$ cat src/rtl/tick_scheduler.sv
`default_nettype none
// ============================================================================
//  Module   : tick_scheduler
//  Brief    : Four-channel microsecond tick scheduler with round-robin expiry
//             offer; optional overrun counters via TICK_SCHEDULER_OVERRUN_EN.
//  Revision : 1.0 - initial release
// ============================================================================
module tick_scheduler #(
    parameter int PERIOD_W = 10
) (
    input  logic                clk,
    input  logic                rst,
    input  logic                usecond_pulse,
    input  logic                pause,
    input  logic                cfg_we,
    input  logic [1:0]          cfg_chan,
    input  logic [PERIOD_W-1:0] cfg_period,
    input  logic                cfg_en,
    output logic                fire_valid,
    output logic [1:0]          fire_chan,
    input  logic                fire_ready
`ifdef TICK_SCHEDULER_OVERRUN_EN
    ,
    output logic [31:0]         ovr_count
`endif
);

    typedef enum logic [0:0] {
        S_IDLE  = 1'b0,
        S_OFFER = 1'b1
    } state_t;

    localparam logic [PERIOD_W-1:0] c_one = PERIOD_W'(1);

    state_t              r_state;
    logic [1:0]          r_last_grant;
    logic                w_tick;
    logic [PERIOD_W-1:0] w_cfg_period;
    logic [3:0]          w_pending;
    logic [3:0]          w_expire;
    logic [3:0]          w_accept;
    logic [1:0]          w_pick;
    logic                w_found;

    assign w_tick       = usecond_pulse & ~pause;
    assign w_cfg_period = (cfg_period == '0) ? c_one : cfg_period;

    // Round-robin search begins one past the most recently granted channel.
    always_comb begin
        w_pick  = r_last_grant + 2'd1;
        w_found = 1'b0;
        for (int k = 1; k <= 4; k++) begin
            if (!w_found && w_pending[r_last_grant + 2'(k)]) begin
                w_pick  = r_last_grant + 2'(k);
                w_found = 1'b1;
            end
        end
    end

    for (genvar i = 0; i < 4; i++) begin : g_chan
        logic                r_en;
        logic [PERIOD_W-1:0] r_period;
        logic [PERIOD_W-1:0] r_count;
        logic                r_pending;
        logic                w_cfg_hit;

        assign w_cfg_hit   = cfg_we && (cfg_chan == 2'(i));
        assign w_expire[i] = w_tick && r_en && (r_count == c_one) && !w_cfg_hit;
        assign w_accept[i] = (r_state == S_OFFER) && fire_ready && (fire_chan == 2'(i));
        assign w_pending[i] = r_pending;

        always_ff @(posedge clk) begin
            if (rst) begin
                r_en      <= 1'b0;
                r_period  <= '0;
                r_count   <= '0;
                r_pending <= 1'b0;
            end else if (w_cfg_hit) begin
                r_en      <= cfg_en;
                r_period  <= w_cfg_period;
                r_count   <= w_cfg_period;
                r_pending <= 1'b0;
            end else if (w_expire[i]) begin
                // A fresh expiry outranks a simultaneous acceptance.
                r_count   <= r_period;
                r_pending <= 1'b1;
            end else begin
                if (w_tick && r_en && (r_count > c_one)) begin
                    r_count <= r_count - c_one;
                end
                if (w_accept[i]) begin
                    r_pending <= 1'b0;
                end
            end
        end

`ifdef TICK_SCHEDULER_OVERRUN_EN
        logic [7:0] r_ovr;

        always_ff @(posedge clk) begin
            if (rst || w_cfg_hit) begin
                r_ovr <= 8'd0;
            end else if (w_expire[i] && r_pending && !w_accept[i] && (r_ovr != 8'hFF)) begin
                r_ovr <= r_ovr + 8'd1;
            end
        end

        assign ovr_count[8*i +: 8] = r_ovr;
`endif
    end

    always_ff @(posedge clk) begin
        if (rst) begin
            r_state      <= S_IDLE;
            fire_valid   <= 1'b0;
            fire_chan    <= 2'd0;
            r_last_grant <= 2'd3;
        end else begin
            case (r_state)
                S_IDLE: begin
                    if (|w_pending) begin
                        r_state    <= S_OFFER;
                        fire_valid <= 1'b1;
                        fire_chan  <= w_pick;
                    end
                end
                S_OFFER: begin
                    if (fire_ready) begin
                        r_state      <= S_IDLE;
                        fire_valid   <= 1'b0;
                        r_last_grant <= fire_chan;
                    end
                end
                default: begin
                    r_state    <= S_IDLE;
                    fire_valid <= 1'b0;
                end
            endcase
        end
    end

endmodule
`default_nettype wire

$ cat config.mk
export PLATFORM = sky130hd
export DESIGN_NAME = tick_scheduler
export DESIGN_NICKNAME = d
export VERILOG_FILES = /design/src/rtl/tick_scheduler.sv
export SDC_FILE = /design/constraint.sdc
export NUM_CORES = 1
export LEC_CHECK = 0
export CAP_MARGIN = 15
export CORE_UTILIZATION = 55
export CTS_CLUSTER_SIZE = 12
export DETAILED_ROUTE_END_ITERATION = 8
export PLACE_DENSITY = 0.73
export REMOVE_ABC_BUFFERS = 1
export SLEW_MARGIN = 20
export SYNTH_ARGS = -nofsm -noshare
export SYNTH_HDL_FRONTEND = slang
export SYNTH_SLANG_ARGS = --single-unit
$ cat constraint.sdc
create_clock -name clk -period 2.8 [get_ports clk]
set_input_delay 0.28 -clock clk [delete_from_list [all_inputs] [get_ports clk]]
set_output_delay 0.28 -clock clk [all_outputs]
set_load 0.03 [all_outputs]
## After elaboration in Yosys (flattened, before gate mapping)

Index checks and enable logic that the tools add are counted.

- Word-level logic and storage cells: 145
- Bits in registers: 94
- Output and inout bits: 3

- $lt $le $gt $ge: 8
- Eq/ne operators: 12
- Bitwise gates (word level): 3
- Add/subtract/negate cells: 7
- Reduce and logical (&&, ||, !) cells: 54
- Multiplexer cells: 41

Operators with widths:

| operator | count |
|---|---|
| 10-bit 2-to-1 mux | 13 |
| 10-bit by 1-bit == test with 1-bit output, second input constant | 4 |
| 10-bit by 1-bit > comparator with 1-bit output, second input constant | 4 |
| 10-bit by 1-bit subtractor with 10-bit output, second input constant | 4 |
| 1-bit logical AND | 28 |
| 1-bit 2-to-1 mux | 19 |
| 2-bit by 3-bit < comparator with 1-bit output, second input constant | 4 |
| 3-bit nonzero test | 4 |
| 10-bit zero test | 1 |
| 1-bit binary-select mux with 2-bit select | 4 |
| 2-bit == test, second input constant | 4 |
| 2-bit nonzero test | 4 |
| 2-bit OR reduction | 4 |
| 1-bit zero test | 7 |
| 2-bit 2-to-1 mux | 3 |
| 2-bit AND reduction | 3 |
| 2-bit adder, second input constant | 2 |
| 2-bit by 1-bit == test with 1-bit output, second input constant | 2 |
| 2-bit zero test | 2 |
| 2-bit != test, second input constant | 2 |
| 1-bit case mux with 2 select lines | 2 |
| 4-bit OR reduction | 1 |
| 2-bit by 1-bit adder with 2-bit output, second input constant | 1 |
| 1-bit inverter | 2 |
| 1-bit bitwise AND | 1 |

## Depth between registers and ports, before layout

Gate-level depths: netlist of the first run.

- Depth after elaboration: 13
- Mapped depth: 8
- Depth with buffers taken out: 7

## Worst setup path after synthesis of the first run

Ideal clock, no wire load.

- Kind: reg2reg
- From: register g_chan[1].r_count[0]
- To: register g_chan[1].r_count[3]
- Arrival time: 1857 ps
- Cell stages (with the launch flop): 8
- Setup time: 137 ps
- Path slack: 805 ps
- Clock period less this slack: 1995 ps
- Cell sequence: dfxtp_1 ha_1 nor4b_1 and4_1 buf_2 mux2_1 mux2i_1 a211oi_1

- Longest elaborated chain between the ends: 5
- Elaborated cells on any way between the ends: 10
- Those cells by class: add/sub: 1; order compare: 1; eq/ne: 1; mux: 3; reduce/logical: 4

Ends and longest elaborated chain:

| item | RTL line | text |
|---|---|---|
| start: declaration | 63 | `logic [PERIOD_W-1:0] r_count;` |
| start signal: assignment | 81 | `r_count <= w_cfg_period;` |
| start signal: assignment | 85 | `r_count <= r_period;` |
| start signal: assignment | 89 | `r_count <= r_count - c_one;` |
| branches (longest 5 deep; another with 10-bit by 1-bit subtractor with 10-bit output) | -- |  |

Parallel ways; which one is timed is not known. The select of a mux whose other input is x is not followed.
A chain may end at the register's enable or synchronous reset.

## Worst setup path in the final report of the first run

- From: register g_chan[2].r_count[1]
- To: register g_chan[2].r_count[8]

- Longest elaborated chain between the ends: 5
- Elaborated cells on any way between the ends: 10
- Those cells by class: add/sub: 1; order compare: 1; eq/ne: 1; mux: 3; reduce/logical: 4

Ends and longest elaborated chain:

| item | RTL line |
|---|---|
| start: declaration | 63 |
| start signal: assignment | 81 |
| start signal: assignment | 85 |
| start signal: assignment | 89 |
| branches (longest 5 deep; another with 10-bit by 1-bit subtractor with 10-bit output) | -- |

Parallel ways; which one is timed is not known. The select of a mux whose other input is x is not followed.

==> flow_metrics.py, run 1 <==
metrics = {
    "run_status": {
        "run_status": "completed",
    },
    "synth": {
        "syn_area_per_cell_sq_um": 7.87,
        "ys_ff_latch": 94,
        "synthCells": 658,
        "synth_area_sq_um": 5180,
        "synthArstFlopShare_pct": 0,
        "ys_types": 73,
        "ys.flop_type": "dfxtp_1",
        "seq_area_frac_synth_pct": 36.3,
        "synth-edff-count": 0,
        "yosys_warnings": 0,
    },
    "critical_path": {
        "cp_slowest_cell": "or4b_1",
        "crit_arrival_ns": 2.51,
        "crit_type": "reg -> reg",
        "worst_ep_required_time_ns": 3.04,
        "worstSetupEndpointType": "flip-flop",
        "slowest_delay_ns": 0.54,
        "path_cells": "inv_1, ha_1, or4b_1, o41ai_4, or3_1, o22ai_1",
        "crit_fanout": 8,
        "cp-start-kind": "flip-flop",
    },
    "timing": {
        "setup_viol": 0,
        "hold_viol": 0,
        "max_slew.worst_pin.slew_ns": 0.713,
        "min_period_ns": 2.27,
        "slew_headroom_pct": 52.2,
        "fin_hold_ws_ns": 0.245,
        "setup_ws_ns": 0.532,
        "slew_violations": 0,
        "skew_ns": 0.0178,
        "fmax_mhz": 441,
        "setup_tns_ns": 0,
        "post-route-period-util_pct": 81.0,
        "grt_setup_unrepaired": "false",
    },
    "routing": {
        "viasPerCell": 6.30,
        "drcViolationCount": 0,
        "wl_per_cell_um": 17.1,
        "wl_um": 13500,
        "first_iter_violations": 253,
        "vias": 4961,
        "ant_nets": 0,
        "dr.pass1.iters": 5,
    },
    "clock_tree": {
        "cts_max_level": 3,
        "clkTransAtPathRegs_ns": 0.11,
        "clk_latency_ns": 0.37,
        "clockRootBuffer": "clkbuf_8",
        "ctsResizeCount": 0,
        "cts_hold_buf": 0,
        "cts_max_path_buffers": 2,
        "cts_setup_buffers": 0,
        "cts.sinks": 94,
        "cts_tree": "done",
        "cts_buffers": 9,
    },
    "pwr": {
        "peakVddDrop_uv": 319,
        "power_density_nw_per_um2": 518,
        "p_leak_nw": 2.10,
        "p_total_w": 0.00298,
    },
    "layout": {
        "layout_common_cells": "110 x nand2_1, 94 x dfxtp_1, 69 x nor2_1, 62 x a21oi_1, 22 x buf_4",
        "register_area_sq_um": 1880,
        "final_common_cell": "nand2_1",
        "area_growth_pct": 11.2,
        "final_util_pct": 62.6,
        "num-fill-cells": 807,
        "multi_input_comb_area_sq_um": 3060,
        "drive_gt1_share_pct": 9.76,
        "fin_nets": 698,
        "diodes": 0,
    },
    "die": {
        "ios": 22,
        "core-area_sq_um": 9200,
        "start_util_pct": 56.3,
        "die_h_um": 99.0,
        "die-area_sq_um": 9810,
        "rows": 35,
        "die_x_um": 99.0,
    },
    "place": {
        "dp_hpwl_um": 9450,
        "gp_congestion": 0.922,
        "place_ws_ns": 0.402,
        "placement.io_buffers": 21,
    },
    "global_route": {
        "antenna_found_initial": 0,
        "grtUsageTotal_pct": 28.8,
        "grt_pass1_wl_um": 22300,
        "grt_start_max_net_pins": 58,
        "grt_overflow": 0,
        "grt_pass1_vias": 4514,
    },
    "hold_path": {
        "worst_hold_path_type": "in -> reg",
    },
    "flow_run": {
        "max_cap_viol_count": 0,
    },
}
registers in the layout, summed over array words and instances (netlist names):
| name | flops |
|---|---|
| g_chan.r_pending | 4 |
| r_last_grant | 2 |
| fire_valid | 1 |
| g_chan.r_period | 40 |
| fire_chan | 2 |
| g_chan.r_en | 4 |
| g_chan.r_count | 40 |
| r_state | 1 |
synthesized netlist by cell type (9+ instances only):
library cell	instances	area (sq um)
nor3_1	15	75.1
a211oi_1	20	150
inv_1	16	60.1
xnor2_1	12	105
mux2i_1	9	90.1
nand3_1	16	80.1
nor2_1	69	259
o21ai_0	13	65.1
clkbuf_1	26	97.6
a21oi_1	62	310
dfxtp_1	94	1880
a21boi_0	12	90.1
nand2_1	110	413
layer usage:
metal | vias to the layer above | wire [um] | GRT usage (%) | part of all wire [%]
met5 | - | 0 | 0 | 0
li1 | 2409 | - | - | -
met2 | 151 | 6090 | 44.6 | 45
met4 | 0 | 433 | 13.2 | 3.2
met1 | 2374 | 6260 | 39.4 | 46
met3 | 27 | 693 | 4.40 | 5.1
worst paths after layout:
path,startpoint,end,slack (ns),cells after the start
max,g_chan[2].r_count[1]$_SDFFE_PP0P_,g_chan[2].r_count[8]$_SDFFE_PP0P_,0.53,6
min,rst,g_chan[3].r_period[8]$_SDFFE_PP0P_,0.25,2
max reg2reg,g_chan[2].r_count[1]$_SDFFE_PP0P_,g_chan[2].r_count[8]$_SDFFE_PP0P_,0.53,6
min reg2reg,g_chan[3].r_period[1]$_SDFFE_PP0P_,g_chan[3].r_period[1]$_SDFFE_PP0P_,0.46,2
cells by family after synthesis:
group / Yosys count / share of synthesized area (%)
AOI/OAI and AO/OA: 187 / 25.1
xor gates and xnor gates: 17 / 2.88
adders and majority gates: 8 / 1.93
buffers and inverters: 58 / 4.66
DFF: 94 / 36.3
muxes: 13 / 2.61
and+or+nand+nor: 281 / 26.5
area by class of cell:
class,instances,area share (%)
flip-flops and latches,94,32.7
multi-input cells,506,53.2
clock buffers,9,2.15
clock inverters,7,1.78
inverters,16,1.04
well taps,111,2.41
repair buffers,44,6.78
worst max-delay path: cells and delay by family (launching register included):
| family | cells | cell delay [ns] |
|---|---|---|
| AND/OR/NAND/NOR | 2 | 0.94 |
| adder cells (fa/ha/maj) | 1 | 0.26 |
| flip-flops | 1 | 0.38 |
| buffers and inverters | 1 | 0.07 |
| AO/OA/AOI/OAI | 2 | 0.48 |
where the power goes:
| part | internal [W] | leakage, nW | switching, W | total [W] |
|---|---|---|---|---|
| logic | 0.000214 | 1.23 | 0.000287 | 0.000501 |
| registers | 0.00138 | 0.764 | 0.0000493 | 0.00143 |
| clock network | 0.000515 | 0.111 | 0.000533 | 0.00105 |
per-stage QoR:
step           cell area, sq um  instances
2_1_floorplan              5000        616
3_5_place_dp               5530        771
3_3_place_gp               5530        771
4_1_cts                    5760        787
5_1_grt                    5760        787
6_report                   5760        787
No activity file was read; power rests on OpenSTA's default activity.
==> run 2: changes to the inputs <==
Clock period 2.8 ns to 2.2 ns, I/O delays scaled along.
==> run 2 against run 1 <==
Compared with the run above:
- count of clock-buffer cells in the layout up 3
- sequential power rose by 28%
- first-iteration DRC count is 36% higher
- fmax grew 8.7%
- global-route usage rose by 1.0 points
- via count grew 1.8%
- design area increased by 4.7%
- core utilization rose by 2.9 points
- clock power is 30% higher
- sequential cell count is the same
==> flow_metrics.py, run 2 (synthesis results as in run 1) <==
metrics = {
    "clock_tree": {
        "cts_buffers": 9,
        "cts_tree": "done",
        "cts.sinks": 94,
        "cts_hold_buf": 0,
        "clockRootBuffer": "clkbuf_8",
        "clk_latency_ns": 0.35,
        "cts_max_path_buffers": 2,
        "cts_max_level": 3,
        "clkTransAtPathRegs_ns": 0.09,
    },
    "layout": {
        "multi_input_comb_area_sq_um": 3070,
        "diodes": 0,
        "stdcell_area_sq_um": 6030,
        "layout_common_cells": "110 x nand2_1, 94 x dfxtp_1, 69 x nor2_1, 62 x a21oi_1, 53 x buf_4",
        "area_growth_pct": 16.4,
        "reg.largest.list": "g_chan.r_count x40, g_chan.r_period x40",
        "num-fill-cells": 783,
        "register_area_sq_um": 1880,
        "final_common_cell": "nand2_1",
        "drive_gt1_share_pct": 13.8,
        "finalNonFillerCells": 819,
        "fin_nets": 730,
    },
    "critical_path": {
        "crit_fanout": 6,
        "cp_top_family": "simple AND/OR/NAND/NOR gates",
        "cp-start-kind": "flip-flop",
        "crit_type": "reg -> reg",
        "path_buf_inv": 2,
        "rr_worst_depth": 7,
        "rrSetupSlack_ns": 0.11,
        "worstSetupEndpointType": "flip-flop",
        "crit_arrival_ns": 2.33,
        "worst_ep_required_time_ns": 2.44,
        "path_cells": "inv_1, ha_1, or4b_1, o41ai_4, or3_4, buf_4, o22ai_2",
        "slowest_delay_ns": 0.54,
        "reg2reg_from": "g_chan[2].r_count[1]$_SDFFE_PP0P_",
        "r2r_end": "g_chan[2].r_count[2]$_SDFFE_PP0P_",
        "cp_slowest_cell": "or4b_1",
    },
    "routing": {
        "dr.pass1.iters": 5,
        "ant_nets": 0,
        "vias": 5051,
        "wl_um": 14000,
        "first_iter_violations": 345,
        "drcViolationCount": 0,
        "viasPerCell": 6.17,
        "wl_per_cell_um": 17.1,
    },
    "die": {
        "ios": 22,
        "core-area_sq_um": 9200,
        "start_util_pct": 56.3,
        "die_h_um": 99.0,
        "die_x_um": 99.0,
        "die-area_sq_um": 9810,
        "rows": 35,
    },
    "timing": {
        "fmax_mhz": 479,
        "setup_viol": 0,
        "slew_headroom_pct": 64.4,
        "max_slew.worst_pin.slew_ns": 0.529,
        "grt_setup_unrepaired": "false",
        "setup_tns_ns": 0,
        "skew_ns": 0.00610,
        "hold_viol": 0,
        "post-route-period-util_pct": 94.8,
        "slew_violations": 0,
        "min_period_ns": 2.09,
    },
    "flow_run": {
        "max_cap_viol_count": 0,
    },
    "hold_path": {
        "holdCritStartpoint": "rst",
        "hold_end": "fire_chan[1]$_SDFFE_PP0P_",
        "worst_hold_path_type": "in -> reg",
        "hold_depth": 2,
    },
    "global_route": {
        "grt_start_max_net_pins": 32,
        "grt_pass1_wl_um": 23100,
        "grtUsageTotal_pct": 29.8,
        "grt_overflow": 0,
        "antenna_found_initial": 0,
        "grt_pass1_vias": 4695,
    },
    "pwr": {
        "power_density_nw_per_um2": 643,
        "p_leak_nw": 2.27,
        "peakVddDrop_uv": 431,
    },
    "place": {
        "gp_congestion": 0.937,
        "placed_cells": 803,
        "dp_hpwl_um": 10200,
        "dpl-instance-area_sq_um": 5780,
        "placement.io_buffers": 21,
    },
    "run_status": {
        "run_status": "completed",
    },
}
## run 2: how the worst max path moves through the flow
stage / start / endpoint / slack (ns) / depth (start not counted)
finish: g_chan[2].r_count[1]$_SDFFE_PP0P_ / g_chan[2].r_count[2]$_SDFFE_PP0P_ / 0.11 / 7
global route: g_chan[2].r_count[1]$_SDFFE_PP0P_ / g_chan[2].r_count[1]$_SDFFE_PP0P_ / 0.003 / 7
CTS: g_chan[2].r_count[1]$_SDFFE_PP0P_ / g_chan[2].r_count[2]$_SDFFE_PP0P_ / 0.02 / 7
detailed placement: g_chan[2].r_count[1]$_SDFFE_PP0P_ / g_chan[2].r_count[2]$_SDFFE_PP0P_ / 0.05 / 7
global placement: usecond_pulse / g_chan[0].r_count[1]$_SDFFE_PP0P_ / 0.11 / 6
floorplan: g_chan[2].r_count[1]$_SDFFE_PP0P_ / g_chan[2].r_count[0]$_SDFFE_PP0P_ / 0.15 / 6
## run 2: worst reg2reg max path: cells and delay by family (launching register included)
family,cells,cell delay [ns]
fa+ha+maj,1,0.19
simple gates,2,0.74
compound gates,2,0.39
buf+inv,2,0.24
flops,1,0.41
## run 2: stage by stage
stage	util, %	hold slack [ns]	setup WS (ns)	total power (W)
global placement	62.9	0.441	0.109	0.00252
floorplan	-	0.286	0.145	0.00227
CTS	65.4	0.330	0.0246	0.00388
global route	65.6	0.357	0.00312	0.00403
detailed placement	62.9	0.443	0.0500	0.00254
finish	65.6	0.343	0.113	0.00388
## run 2: area by class of cell
| type | count | share of cell area [%] |
|---|---|---|
| clock buffer | 12 | 2.24 |
| clock inverter | 4 | 1.58 |
| inverter | 16 | 0.996 |
| multi-input combinational | 506 | 51.0 |
| sequential | 94 | 31.2 |
| tap | 111 | 2.30 |
| timing repair buffer | 76 | 10.7 |
## run 2: power breakdown
group | internal (W) | total, W | switching (W)
sequential | 0.00176 | 0.00183 | 0.0000644
clock | 0.000756 | 0.00137 | 0.000609
combinational | 0.000309 | 0.000685 | 0.000377
total | 0.00283 | 0.00388 | 0.00105
## run 2: what timing repair did
item | CTS | global route
endpoints found under the hold margin | 0 | 0
setup endpoints to repair | 0 | 7
setup buffers | 0 | 0
gates resized for setup | 0 | 4
## run 2: per-layer routing
| layer | part of all wire (%) | global-route usage, % | up-vias |
|---|---|---|---|
| met1 | 44 | 40.3 | 2413 |
| li1 | - | - | 2464 |
| met5 | 0 | 0 | - |
| met3 | 5.8 | 4.61 | 26 |
| met4 | 1.8 | 9.18 | 0 |
| met2 | 48 | 48.8 | 148 |
